--- src/rtl/pulse_event_arbiter_pkg.sv ---
// rtl/pulse_event_arbiter_pkg.sv - shared types and constants for the pulse event arbiter
package pulse_event_arbiter_pkg;

  // Arbiter FSM: waiting for work, presenting an event, enforced idle gap
  typedef enum logic [1:0] {
    ST_IDLE  = 2'd0,
    ST_VALID = 2'd1,
    ST_GAP   = 2'd2
  } arb_state_t;

  // Holdoff counter width; covers Holdoff values 0..255
  localparam int HOLD_W = 8;

endpackage

--- src/rtl/pulse_event_arbiter_if.sv ---
// rtl/pulse_event_arbiter_if.sv - valid/ready event channel between arbiter and consumer
interface pulse_event_arbiter_if #(
  parameter int Id_Width = 2
);
  logic                Event_Valid;
  logic                Event_Ready;
  logic [Id_Width-1:0] Event_Id;

  // Arbiter side drives the event, consumer side returns ready
  modport master (
    output Event_Valid,
    output Event_Id,
    input  Event_Ready
  );

  modport slave (
    input  Event_Valid,
    input  Event_Id,
    output Event_Ready
  );
endinterface

--- src/rtl/pulse_event_arbiter_rr_priority_pick.sv ---
// rtl/pulse_event_arbiter_rr_priority_pick.sv - round-robin first-set-bit search from a start pointer
module rr_priority_pick #(
  parameter int Width    = 4,
  parameter int Id_Width = 2
) (
  input  logic [Width-1:0]    req,
  input  logic [Id_Width-1:0] start,
  output logic                found,
  output logic [Id_Width-1:0] index
);

  logic [2*Width-1:0]  dbl;
  logic [Width-1:0]    rot;
  logic [Id_Width-1:0] off;
  logic [Id_Width:0]   sum;

  // Rotate the request vector so start lands at bit 0, take the lowest set bit, then undo the rotation
  always_comb begin
    dbl   = {req, req} >> start;
    rot   = dbl[Width-1:0];
    found = |rot;
    off   = '0;
    for (int i = Width - 1; i >= 0; i--) begin
      if (rot[i]) begin
        off = Id_Width'(i);
      end
    end
    sum = {1'b0, start} + {1'b0, off};
    if (sum >= (Id_Width + 1)'(Width)) begin
      sum = sum - (Id_Width + 1)'(Width);
    end
    index = sum[Id_Width-1:0];
  end

endmodule

--- src/rtl/pulse_event_arbiter.sv ---
// rtl/pulse_event_arbiter.sv - latches per-channel pulses and serializes them round-robin over valid/ready
module pulse_event_arbiter
  import pulse_event_arbiter_pkg::*;
#(
  parameter int Width    = 4,
  parameter int Id_Width = 2,
  parameter int Holdoff  = 0
) (
  input  logic                 clk,
  input  logic                 ares_L,
  input  logic [Width-1:0]     Pulse_In,
  input  logic [Width-1:0]     Ovf_Clear,
  output logic [Width-1:0]     Pending,
  output logic [Width-1:0]     Overflow,
  pulse_event_arbiter_if.master evt
);

  localparam logic [HOLD_W-1:0]   HOLD_V   = HOLD_W'(Holdoff);
  localparam logic [Id_Width-1:0] LAST_IDX = Id_Width'(Width - 1);

  arb_state_t          state, state_nxt;
  logic                valid_q, valid_nxt;
  logic [Id_Width-1:0] id_q, id_nxt;
  logic [Id_Width-1:0] ptr, ptr_nxt;
  logic [HOLD_W-1:0]   cnt, cnt_nxt;
  logic                accept;
  logic [Width-1:0]    acc_vec;
  logic [Width-1:0]    pend_nxt, ovf_nxt;
  logic                pick_found;
  logic [Id_Width-1:0] pick_idx;

  assign accept          = valid_q & evt.Event_Ready;
  assign evt.Event_Valid = valid_q;
  assign evt.Event_Id    = id_q;

  rr_priority_pick #(
    .Width   (Width),
    .Id_Width(Id_Width)
  ) u_pick (
    .req  (Pending),
    .start(ptr),
    .found(pick_found),
    .index(pick_idx)
  );

  // One-hot of the channel being accepted this cycle
  always_comb begin
    acc_vec = '0;
    if (accept) begin
      acc_vec[id_q] = 1'b1;
    end
  end

  // A new pulse always re-arms Pending; overflow only when the old request is not leaving, set beats clear
  always_comb begin
    pend_nxt = Pulse_In | (Pending & ~acc_vec);
    ovf_nxt  = (Pulse_In & Pending & ~acc_vec) | (Overflow & ~Ovf_Clear);
  end

  // Request and sticky overflow registers
  always_ff @(posedge clk or negedge ares_L) begin
    if (!ares_L) begin
      Pending  <= '0;
      Overflow <= '0;
    end else begin
      Pending  <= pend_nxt;
      Overflow <= ovf_nxt;
    end
  end

  // Next state: arbitrate only from IDLE, hold the presented event until it is taken, then optional gap
  always_comb begin
    state_nxt = state;
    valid_nxt = valid_q;
    id_nxt    = id_q;
    ptr_nxt   = ptr;
    cnt_nxt   = cnt;
    case (state)
      ST_IDLE: begin
        if (pick_found) begin
          id_nxt    = pick_idx;
          valid_nxt = 1'b1;
          state_nxt = ST_VALID;
        end
      end
      ST_VALID: begin
        if (accept) begin
          valid_nxt = 1'b0;
          ptr_nxt   = (id_q == LAST_IDX) ? '0 : id_q + 1'b1;
          if (Holdoff > 0) begin
            state_nxt = ST_GAP;
            cnt_nxt   = HOLD_V;
          end else begin
            state_nxt = ST_IDLE;
          end
        end
      end
      ST_GAP: begin
        cnt_nxt = cnt - 1'b1;
        if (cnt_nxt == '0) begin
          state_nxt = ST_IDLE;
        end
      end
      default: begin
        state_nxt = ST_IDLE;
        valid_nxt = 1'b0;
      end
    endcase
  end

  // FSM, presented event, round-robin pointer and gap counter registers
  always_ff @(posedge clk or negedge ares_L) begin
    if (!ares_L) begin
      state   <= ST_IDLE;
      valid_q <= 1'b0;
      id_q    <= '0;
      ptr     <= '0;
      cnt     <= '0;
    end else begin
      state   <= state_nxt;
      valid_q <= valid_nxt;
      id_q    <= id_nxt;
      ptr     <= ptr_nxt;
      cnt     <= cnt_nxt;
    end
  end

endmodule

--- src/flat_wrapper.sv ---
// flat-port wrapper written by rule: the top's interface ports become plain ports
module pulse_event_arbiter_flat import pulse_event_arbiter_pkg::*;
#(
  parameter int Width    = 4,
  parameter int Id_Width = 2,
  parameter int Holdoff  = 0
)
  (clk, ares_L, Pulse_In, Ovf_Clear, Pending, Overflow, evt_Event_Valid, evt_Event_Id, evt_Event_Ready);
  pulse_event_arbiter_if #(.Id_Width(Id_Width)) evt_i ();
  input  logic clk;
  input  logic ares_L;
  input  logic [Width-1:0] Pulse_In;
  input  logic [Width-1:0] Ovf_Clear;
  output logic [Width-1:0] Pending;
  output logic [Width-1:0] Overflow;
  output wire logic [$bits(evt_i.Event_Valid)-1:0] evt_Event_Valid;
  output wire logic [$bits(evt_i.Event_Id)-1:0] evt_Event_Id;
  input wire logic [$bits(evt_i.Event_Ready)-1:0] evt_Event_Ready;
  assign evt_Event_Valid = evt_i.Event_Valid;
  assign evt_Event_Id = evt_i.Event_Id;
  assign evt_i.Event_Ready = evt_Event_Ready;
  pulse_event_arbiter #(.Width(Width), .Id_Width(Id_Width), .Holdoff(Holdoff)) u_core (.clk(clk), .ares_L(ares_L), .Pulse_In(Pulse_In), .Ovf_Clear(Ovf_Clear), .Pending(Pending), .Overflow(Overflow), .evt(evt_i));
endmodule
--- config.mk ---
export PLATFORM = sky130hd
export DESIGN_NAME = pulse_event_arbiter_flat
export DESIGN_NICKNAME = d
export VERILOG_FILES = /design/src/rtl/pulse_event_arbiter_pkg.sv /design/src/rtl/pulse_event_arbiter_if.sv /design/src/rtl/pulse_event_arbiter_rr_priority_pick.sv /design/src/rtl/pulse_event_arbiter.sv /design/src/flat_wrapper.sv
export SDC_FILE = /design/constraint.sdc
export NUM_CORES = 1
export LEC_CHECK = 0
export BUFFER_PORTS_ARGS = -buffer_cell sky130_fd_sc_hd__buf_2
export CORE_UTILIZATION = 49
export DETAILED_ROUTE_END_ITERATION = 8
export PLACE_DENSITY = 0.85
export SLEW_MARGIN = 20
export SYNTH_ARGS = -nofsm -noshare
export SYNTH_HDL_FRONTEND = slang
export SYNTH_HIERARCHICAL = 1
export SYNTH_SLANG_ARGS = --single-unit
--- constraint.sdc ---
create_clock -name clk -period 1.89 [get_ports clk]
set_input_delay 0.189 -clock clk [delete_from_list [all_inputs] [get_ports clk]]
set_output_delay 0.189 -clock clk [all_outputs]
set_load 0.03 [all_outputs]
# Yosys cells after proc, flatten, opt, wreduce, memory -nomap -nowiden
# Index checks and enable logic that the tools add are counted.
[op_classes]
muxes = 16
order_cmp = 3
bitwise = 10
reduce_logical = 8
eq_ne = 6
n_shift = 1
add_sub_neg = 4
[op_table]
columns = ["op", "count"]
rows = [
  ["$mux 2", 9],
  ["$and 4x4->4", 4],
  ["$logic_not 8->1", 1],
  ["$not 4->4", 2],
  ["$or 4x4->4", 2],
  ["$shr 8x2->4", 1],
  ["$sub 8x1->8 const B", 1],
  ["$ne 2x1->1 const B", 3],
  ["$pmux 2 s3", 1],
  ["$reduce_and 3->1", 2],
  ["$eq 2x2->1 const B", 2],
  ["$mux 4", 1],
  ["$reduce_and 2->1", 2],
  ["$reduce_or 4->1", 1],
  ["$add 2x2->3", 1],
  ["$ge 3x3->1 const B", 1],
  ["$lt 2x3->1 const B", 1],
  ["$mux 1", 3],
  ["$pmux 1 s3", 1],
  ["$add 2x1->2 const B", 1],
  ["$demux 1 s2", 1],
  ["$eq 2x1->1 const B", 1],
  ["$ge 2x1->1 const B", 1],
  ["$logic_not 2->1", 1],
  ["4 further kinds", 4],
]
[totals]
in_bits = 11
output_inout_bits = 11
reg_bits = 23
word_cells = 55

# Longest topological paths before layout
# Gate-level depths: netlist of the first run.
[depth]
word_depth = 8
mapped_depth = 8
ltp_nobuf = 8

# Cells and area by module
# The synthesis of the first run kept the hierarchy.
[modules_own_cells]
columns = ["module", "instances", "area_per_inst_um2", "cells_each", "seq_area_each_um2"]
rows = [
  ["pulse_event_arbiter", 1, 556.8, 43, 325.3],
  ["rr_priority_pick", 1, 180.2, 23, 0.0],
]

# Least setup slack after synthesis of the first run
# No wires, ideal clock.
[synth_path]
kind = "reg2reg"
start = "reg u_core.Pending[0]"
end = "reg u_core.id_q[1] (netlist: u_core/evt.Event_Id[1])"
arrival_ns = 1.843
path_stages_with_launch = 9
synth_period_minus_slack_ns = 1.968
setup_slack_ns = -0.078
required_time_ns = 1.765
path_buffers = 0
setup_time_ns = 0.125
cell_sequence = "dfrtp_1 > nor2b_1 > a21oi_1 > o22ai_1 > o21a_1 > ha_1 > xnor2_1 > xnor2_1 > mux2_2"
[synth_via]
elab_chain_cells = 8
elab_cells_between_ends = 11
cone_classes = "add/sub (2); order compare (1); shift (1); mux (5); reduce/logical (2)"
[synth_rtl]
columns = ["element", "line_no", "rtl"]
rows = [
  ["from (decl)", "pulse_event_arbiter.sv:13", "output logic [Width-1:0] Pending,"],
  ["from (signal assigned)", "pulse_event_arbiter.sv:66", "Pending <= pend_nxt;"],
  ["$shr 8x2->4 *", "pulse_event_arbiter_rr_priority_pick.sv:19", "dbl = {req, req} >> start;"],
  ["$mux 2 (3 in a row)", "pulse_event_arbiter_rr_priority_pick.sv:24", "if (rot[i]) begin"],
  ["$mux 2 *", "pulse_event_arbiter_rr_priority_pick.sv:24", ""],
  ["$add 2x2->3 *", "pulse_event_arbiter_rr_priority_pick.sv:28", "sum = {1'b0, start} + {1'b0, off};"],
  ["$ge 3x3->1 / $sub 2x1->2 (equally long branches)", "pulse_event_arbiter_rr_priority_pick.sv:29, pulse_event_arbiter_rr_priority_pick.sv:30", ""],
  ["$mux 2 *", "pulse_event_arbiter_rr_priority_pick.sv:29", "if (sum >= (Id_Width + 1)'(Width)) begin"],
  ["via u_core.pick_idx[1]", "pulse_event_arbiter.sv:30", "logic [Id_Width-1:0] pick_idx;"],
  ["to (signal assigned)", "pulse_event_arbiter.sv:122", "id_q <= id_nxt;"],
  ["to (decl)", "pulse_event_arbiter.sv:23", "logic [Id_Width-1:0] id_q, id_nxt;"],
]
# Mark *: on every way through the listed nets, which the timed path passes. The rest lies on a longest branch.
# A chain may end at the register's enable or synchronous reset.

# Final worst setup path of the first run
[layout_path]
start = "reg u_core.ptr[1]"
end = "reg u_core.id_q[1] (netlist: u_core/evt.Event_Id[1])"
[layout_via]
elab_chain_cells = 8
elab_cells_between_ends = 11
cone_classes = "add/sub (2); order compare (1); shift (1); mux (5); reduce/logical (2)"
[layout_rtl]
columns = ["element", "line_no", "rtl"]
rows = [
  ["from (decl)", "pulse_event_arbiter.sv:24", "logic [Id_Width-1:0] ptr, ptr_nxt;"],
  ["from (signal assigned)", "pulse_event_arbiter.sv:123", "ptr <= ptr_nxt;"],
  ["$shr 8x2->4", "pulse_event_arbiter_rr_priority_pick.sv:19", ""],
  ["$mux 2 (4 in a row)", "pulse_event_arbiter_rr_priority_pick.sv:24", ""],
  ["$add 2x2->3 *", "pulse_event_arbiter_rr_priority_pick.sv:28", ""],
  ["$ge 3x3->1 / $sub 2x1->2 (equally long branches)", "pulse_event_arbiter_rr_priority_pick.sv:29, pulse_event_arbiter_rr_priority_pick.sv:30", ""],
  ["$mux 2 *", "pulse_event_arbiter_rr_priority_pick.sv:29", ""],
  ["via u_core.pick_idx[1]", "pulse_event_arbiter.sv:30", ""],
]
# Marked as above.

==> results.md, run 1 <==
- Grt total ovfl: 0
- Area grow syn2layout: 34.0%
- Leakage power: 0.472 nW
- Total clock sinks: 13
- Vias in the first global route: 532
- Avg Inst Size Synth: 11.2 um^2
- EDFF count, synth: 0
- Die footprint: 1660 um^2
- Clock transition at path regs: 0.08 ns
- DP HPWL: 1.16 mm
- Multi-input gate area: 414 um^2
- Crit path max fanout: 6
- Buffers on Ports: 21
- Antenna diodes: 0
- TritonCTS Buffers: 3
- Yosys Warn Count: 6
- Kind of critical path: flip-flop to flip-flop
- Die width: 40.8 um
- Final hold vios: 0
- Critical path arrival: 2.02 ns
- Max-cap violations: 0
- Req. time, crit path: 2.05 ns
- Setup_tns: 0 ns
- Syn Inst Count: 66
- Crit path launch type: flip-flop
- Period utilization: 0.980
- Outcome: finished clean
- Mapped Area: 737 um^2
- Row cnt: 13
- Final WL: 1.65 mm
- Core Area: 1350 um^2
- FMAX: 540 MHz
- CTS Root Cell: clkbuf_4
- Final nets: 117
- CP Capture Type: flip-flop
- Slew Limit Fails: 0
- DRC Markers: 0
- DRT antenna net count: 0
- Vias post-DR: 616
- Largest net degree at the start of global routing: 14
- Worst slack, placed: 0.0367 ns
- Peak supply drop: 0.000886 V
- Hold crit path type: input pin to flip-flop
- Worst setup margin: 0.0380 ns
- Via density: 5.36
- Post-Syn Nets: 82
- First-pass GRT wire length: 2.30 mm
- Clk Latency, worst-skew pair: 0.28 ns
- Yosys cell types: 26
- Setup Viol. Count Final: 0
- Tightest Pin Transition: 0.283 ns
- Number of synthesized register bits: 13
- Layout cells sized above 1: 0.470
- Die height: 40.8 um
- P per Cell Area: 1350 nW/um^2
- Starting density of the core: 0.546
- Top FF cell, synth: dfrtp_1
- Io pins: 22
- Asr flop ratio synth: 1.00
- 1st-iter DRT viols: 9
- Clock buffer depth: 2
- Fin crit period: 1.85 ns
- Max_slew headroom: 0.811
- Register area: 329 um^2
- Fillcell total: 98
- Clock skew: 0.00822 ns
- CTS tree: yes
- Initial DRT Pass Iterations: 4
- Sequential area share after synthesis: 0.441
- Initial antenna violation count: 0
- WL/cell: 14.4 um
- H-tree depth: 1
- All-Layer GR Usage: 0.218
- Gpl congestion: 0.781
[critical path: stages (launching register included)]
cell	delay (ns)
dfrtp_2	0.46
nand2b_4	0.16
a21oi_2	0.13
o22ai_1	0.08
o21a_1	0.17
ha_1	0.18
xnor2_1	0.18
xnor2_1	0.09
mux2_2	0.28
[metal layers]
layer	routed length, um	GRT usage
met5	0	0
met1	722	0.277
met3	60	0.0489
met2	838	0.359
met4	29	0.0750
[cell type report]
| class | instances | area share |
|---|---|---|
| Clock buffer | 4 | 0.0266 |
| Inverter | 7 | 0.0266 |
| Multi-Input combinational cell | 46 | 0.420 |
| Sequential cell | 13 | 0.333 |
| Tap cell | 15 | 0.0190 |
| Timing Repair Buffer | 30 | 0.175 |
[layout by cell type, fill, tap and decap left out, types with 3 or more instances in the layout]
cell,synthesis,routed
buf_2,0,21
dfrtp_1,13,10
buf_4,0,7
inv_1,7,7
ha_1,5,5
nand3_1,4,4
a21o_1,4,4
a32o_1,4,4
clkbuf_4,0,3
dfrtp_2,0,3
[final timing paths]
kind                               startpoint  slack (ns)  depth (start not counted)                      to
max reg2reg                     u_core/ptr[1]        0.04                          8  u_core/evt.Event_Id[1]
min reg2reg                u_core/Overflow[3]        0.50                          1      u_core/Overflow[3]
min                               Pulse_In[1]        0.09                          2       u_core/Pending[1]
max in group asynchronous              ares_L        1.35                          2       u_core/Pending[0]
min in group asynchronous              ares_L        0.31                          2      u_core/Overflow[2]
max                             u_core/ptr[1]        0.04                          8  u_core/evt.Event_Id[1]
[timing repair]
item                                    CTS  global route
endpoints found under the hold margin    13             0
buffers inserted                          0             7
gates resized for setup                   0             7
endpoints found under the setup margin    0             1
hold buffers                              1             0
[synth_stat cells, drive strengths merged, types with 2 or more instances]
cell / count / area [um^2]
ha: 5 / 62.6
o211ai: 2 / 20.0
mux2: 5 / 60.1
dfrtp: 13 / 325
nor2: 2 / 7.51
nor2b: 3 / 18.8
inv: 7 / 26.3
xnor2: 2 / 17.5
a21oi: 2 / 10.0
nand3: 5 / 30.0
o21a: 2 / 15.0
nand2b: 2 / 12.5
nand2: 2 / 10.0
a32o: 4 / 40.0
a21o: 4 / 30.0
[power by group]
part           switching (mW)  leakage [nW]  internal (mW)
Sequential              0.122         0.138          0.363
Clock                  0.0899        0.0150         0.0821
Combinational           0.344         0.319          0.331
Total                   0.556         0.472          0.776
[metrics by stage]
step	total power, mW	instance area (um^2)	util	hold slack (ns)	std cells
after global routing	1.42	987	0.731	0.0976	115
final	1.33	987	0.731	0.0917	115
after floorplan	0.876	739	-	-0.107	66
after detailed placement	1.05	871	0.645	0.0884	103
after CTS	1.22	907	0.672	0.0928	108
after global placement	1.02	871	0.645	0.0899	103
[registers in the layout, summed over array words and instances (netlist names)]
name and count:
u_core/ptr 2, u_core/Overflow 4, u_core/Pending 4, u_core/evt.Event_Valid 1
u_core/evt.Event_Id 2
[logic make-up (layout without fill, tap and decap cells)]
logic type	Yosys count	in the layout	synth area share
simple gates	17	17	0.134
fa+ha+maj	5	5	0.0849
mux	5	5	0.0815
flops	13	13	0.441
buf+inv	7	41	0.0357
compound gates	17	17	0.199
xor+xnor	2	2	0.0238
Note: power is estimated with default switching activity, not from simulation.
==> inputs of run 2 (changes only) <==
CORE_ASPECT_RATIO = 1.1   (was unset)
CORE_UTILIZATION = 48   (was 49)
SYNTH_HIERARCHICAL = unset   (was 1)
==> results.md, run 2 <==
- Top FF cell, synth: dfrtp_1
- Regs by FF count: u_core.Overflow: 4 flops, u_core.Pending: 4 flops
- CTS Root Cell: clkbuf_4
- 1st-iter DRT viols: 10
- Post-Syn Nets: 88
- Worst hold slack: 0.0850 ns
- Setup Viol. Count Final: 0
- Worst slack, placed: 0.177 ns
- CP Capture Type: flip-flop
- Register share of total power: 0.428
- Yosys Warn Count: 0
- Crit path launch type: flip-flop
- Die height: 41.7 um
- Outcome: finished clean
- Total clock sinks: 13
- WL/cell: 11.1 um
- DRC Markers: 0
- Hold crit path type: input pin to flip-flop
- Fin util: 0.665
- Asr flop ratio synth: 1.00
- Grt total ovfl: 0
- Buffers on Ports: 21
- H-tree depth: 1
- Io pins: 22
- Kind of critical path: flip-flop to flip-flop
- Die width: 38.1 um
- Vias post-DR: 569
- Logic pwr share: 0.417
- RSZ-0062 raised after global routing: false
- Core Area: 1250 um^2
- Max_slew headroom: 0.728
- Final nets: 113
- Clock buffer depth: 2
- Final hold vios: 0
- Post-synth top cells: 13 x dfrtp_1, 11 x nand2_1, 10 x inv_1
- Yosys cell types: 23
- Antenna diodes: 0
- Number of synthesized register bits: 13
- Gpl congestion: 0.857
- Cell taking the most area after synthesis: dfrtp_1
- Switching share of power: 0.426
- Initial antenna violation count: 0
- Die footprint: 1590 um^2
- Count leader, synth: dfrtp_1
- Syn Inst Count: 72
- CTS tree: yes
- Synth area leaders: dfrtp_1 47%, ha_1 9.1%, nand2_1 6.0%, inv_1 5.4%, mux2i_1 4.4%
- First-pass GRT wire length: 2.17 mm
- Area grow syn2layout: 20.9%
- PostCTS Resize Cnt: 0
- Starting density of the core: 0.550
- Clk Latency, worst-skew pair: 0.27 ns
- Via density: 5.13
- Setup_tns: 0 ns
- Critical path arrival: 1.86 ns
- Slew Limit Fails: 0
- Avg Inst Size Synth: 9.58 um^2
- Clock skew: 0.00347 ns
- Internal power: 624 uW
- Leakage power: 0.432 nW
- Yosys top cell area share: 0.472
- Row cnt: 13
- Commonest non-fill, non-tap cells in the layout: 21 x buf_2, 13 x dfrtp_1, 11 x nand2_1
- FMAX: 584 MHz
- Sequential area share after synthesis: 0.472
- Most common cell after layout, fill and taps aside: buf_2
- Req. time, crit path: 2.04 ns
- DRT antenna net count: 0
- Max-cap violations: 0
- Fillcell total: 96
- All-Layer GR Usage: 0.195
- Fin crit period: 1.71 ns
- Largest net degree at the start of global routing: 14
- Period utilization: 0.906
- P per Cell Area: 1300 nW/um^2
- EDFF count, synth: 0
- Clk pwr share: 0.154
- Mapped Area: 689 um^2
- Tightest Pin Transition: 0.404 ns
- Final WL: 1.23 mm
- Post-CTS setup buffer count: 0
- Crit path max fanout: 7
- Psw: 463 uW
- Vias in the first global route: 509
- Peak supply drop: 0.000783 V
- Worst setup margin: 0.178 ns
- Initial DRT Pass Iterations: 4
- DP HPWL: 965 um
- TritonCTS Buffers: 3
- Layout cells sized above 1: 0.260
- Clock transition at path regs: 0.07 ns
- Tot Pwr: 1.09 mW
[run 2: changes by cell type after synthesis, moves of 3 or more]
cell,previous run,this run
nand2_1,1,11
a32o_1,4,0
a21o_1,4,1
inv_1,7,10
mux2i_1,0,3
[run 2: power groups by stage]
stage,sequential [mW],clock [mW],combinational (mW)
finish,0.466,0.168,0.454
global route,0.479,0.189,0.506
CTS,0.465,0.179,0.461
detailed placement,0.470,0,0.458
global placement,0.465,0,0.448
floorplan,0.541,0,0.266
[run 2: repair_timing]
item	CTS	global route
hold endpoints to repair	13	0
hold buffers	1	0
endpoints found under the setup margin	0	0
[run 2: logic make-up (layout without fill, tap and decap cells)]
logic type      Yosys count  in the layout  synth area share
simple gates             22             22             0.136
xor+xnor                  2              2            0.0254
mux                       4              4            0.0599
flops                    13             13             0.472
fa+ha+maj                 5              5            0.0907
buf+inv                  12             36            0.0780
compound gates           14             14             0.138
[run 2: cell type report]
class	count	area, um^2	area share
Timing Repair Buffer	22	115	0.138
Tap cell	15	18.8	0.0225
Sequential cell	13	325	0.390
Inverter	10	37.5	0.0450
Clock buffer	4	26.3	0.0315
Multi-Input combinational cell	47	310	0.372
[run 2: routing by layer]
metal,vias to the layer above,global-route usage,part of all wire
met3,5,0.0642,0.046
met1,260,0.265,0.46
met2,13,0.278,0.47
met5,-,0,0
li1,291,-,-
met4,0,0.0857,0.023
[run 2: path summary, 6_finish.rpt]
path                                     from                endpoint  slack (ns)  cells after the start
setup / recovery            u_core.Pending[3]  u_core.evt.Event_Id[1]        0.18                      8
hold / removal                   Ovf_Clear[3]      u_core.Overflow[3]        0.08                      2
setup reg to reg            u_core.Pending[3]  u_core.evt.Event_Id[1]        0.18                      8
hold reg to reg            u_core.Overflow[3]      u_core.Overflow[3]        0.52                      2
max in group asynchronous              ares_L           u_core.ptr[1]        1.35                      2
min in group asynchronous              ares_L       u_core.Pending[1]        0.32                      2
[run 2: through the flow]
step / std cells / cell area (um^2)
floorplan: 72 / 689
global placement: 106 / 797
detailed placement: 106 / 797
CTS: 111 / 833
global route: 111 / 833
finish: 111 / 833
[run 2: critical path, cell delays in order, from the launching register on]
cell       delay (ns)
dfrtp_1          0.45
nor2b_1          0.18
a21oi_1          0.12
o2bb2ai_1        0.09
o21a_1           0.17
ha_1             0.18
xnor2_1          0.17
xnor2_1          0.13
a21oi_1          0.09
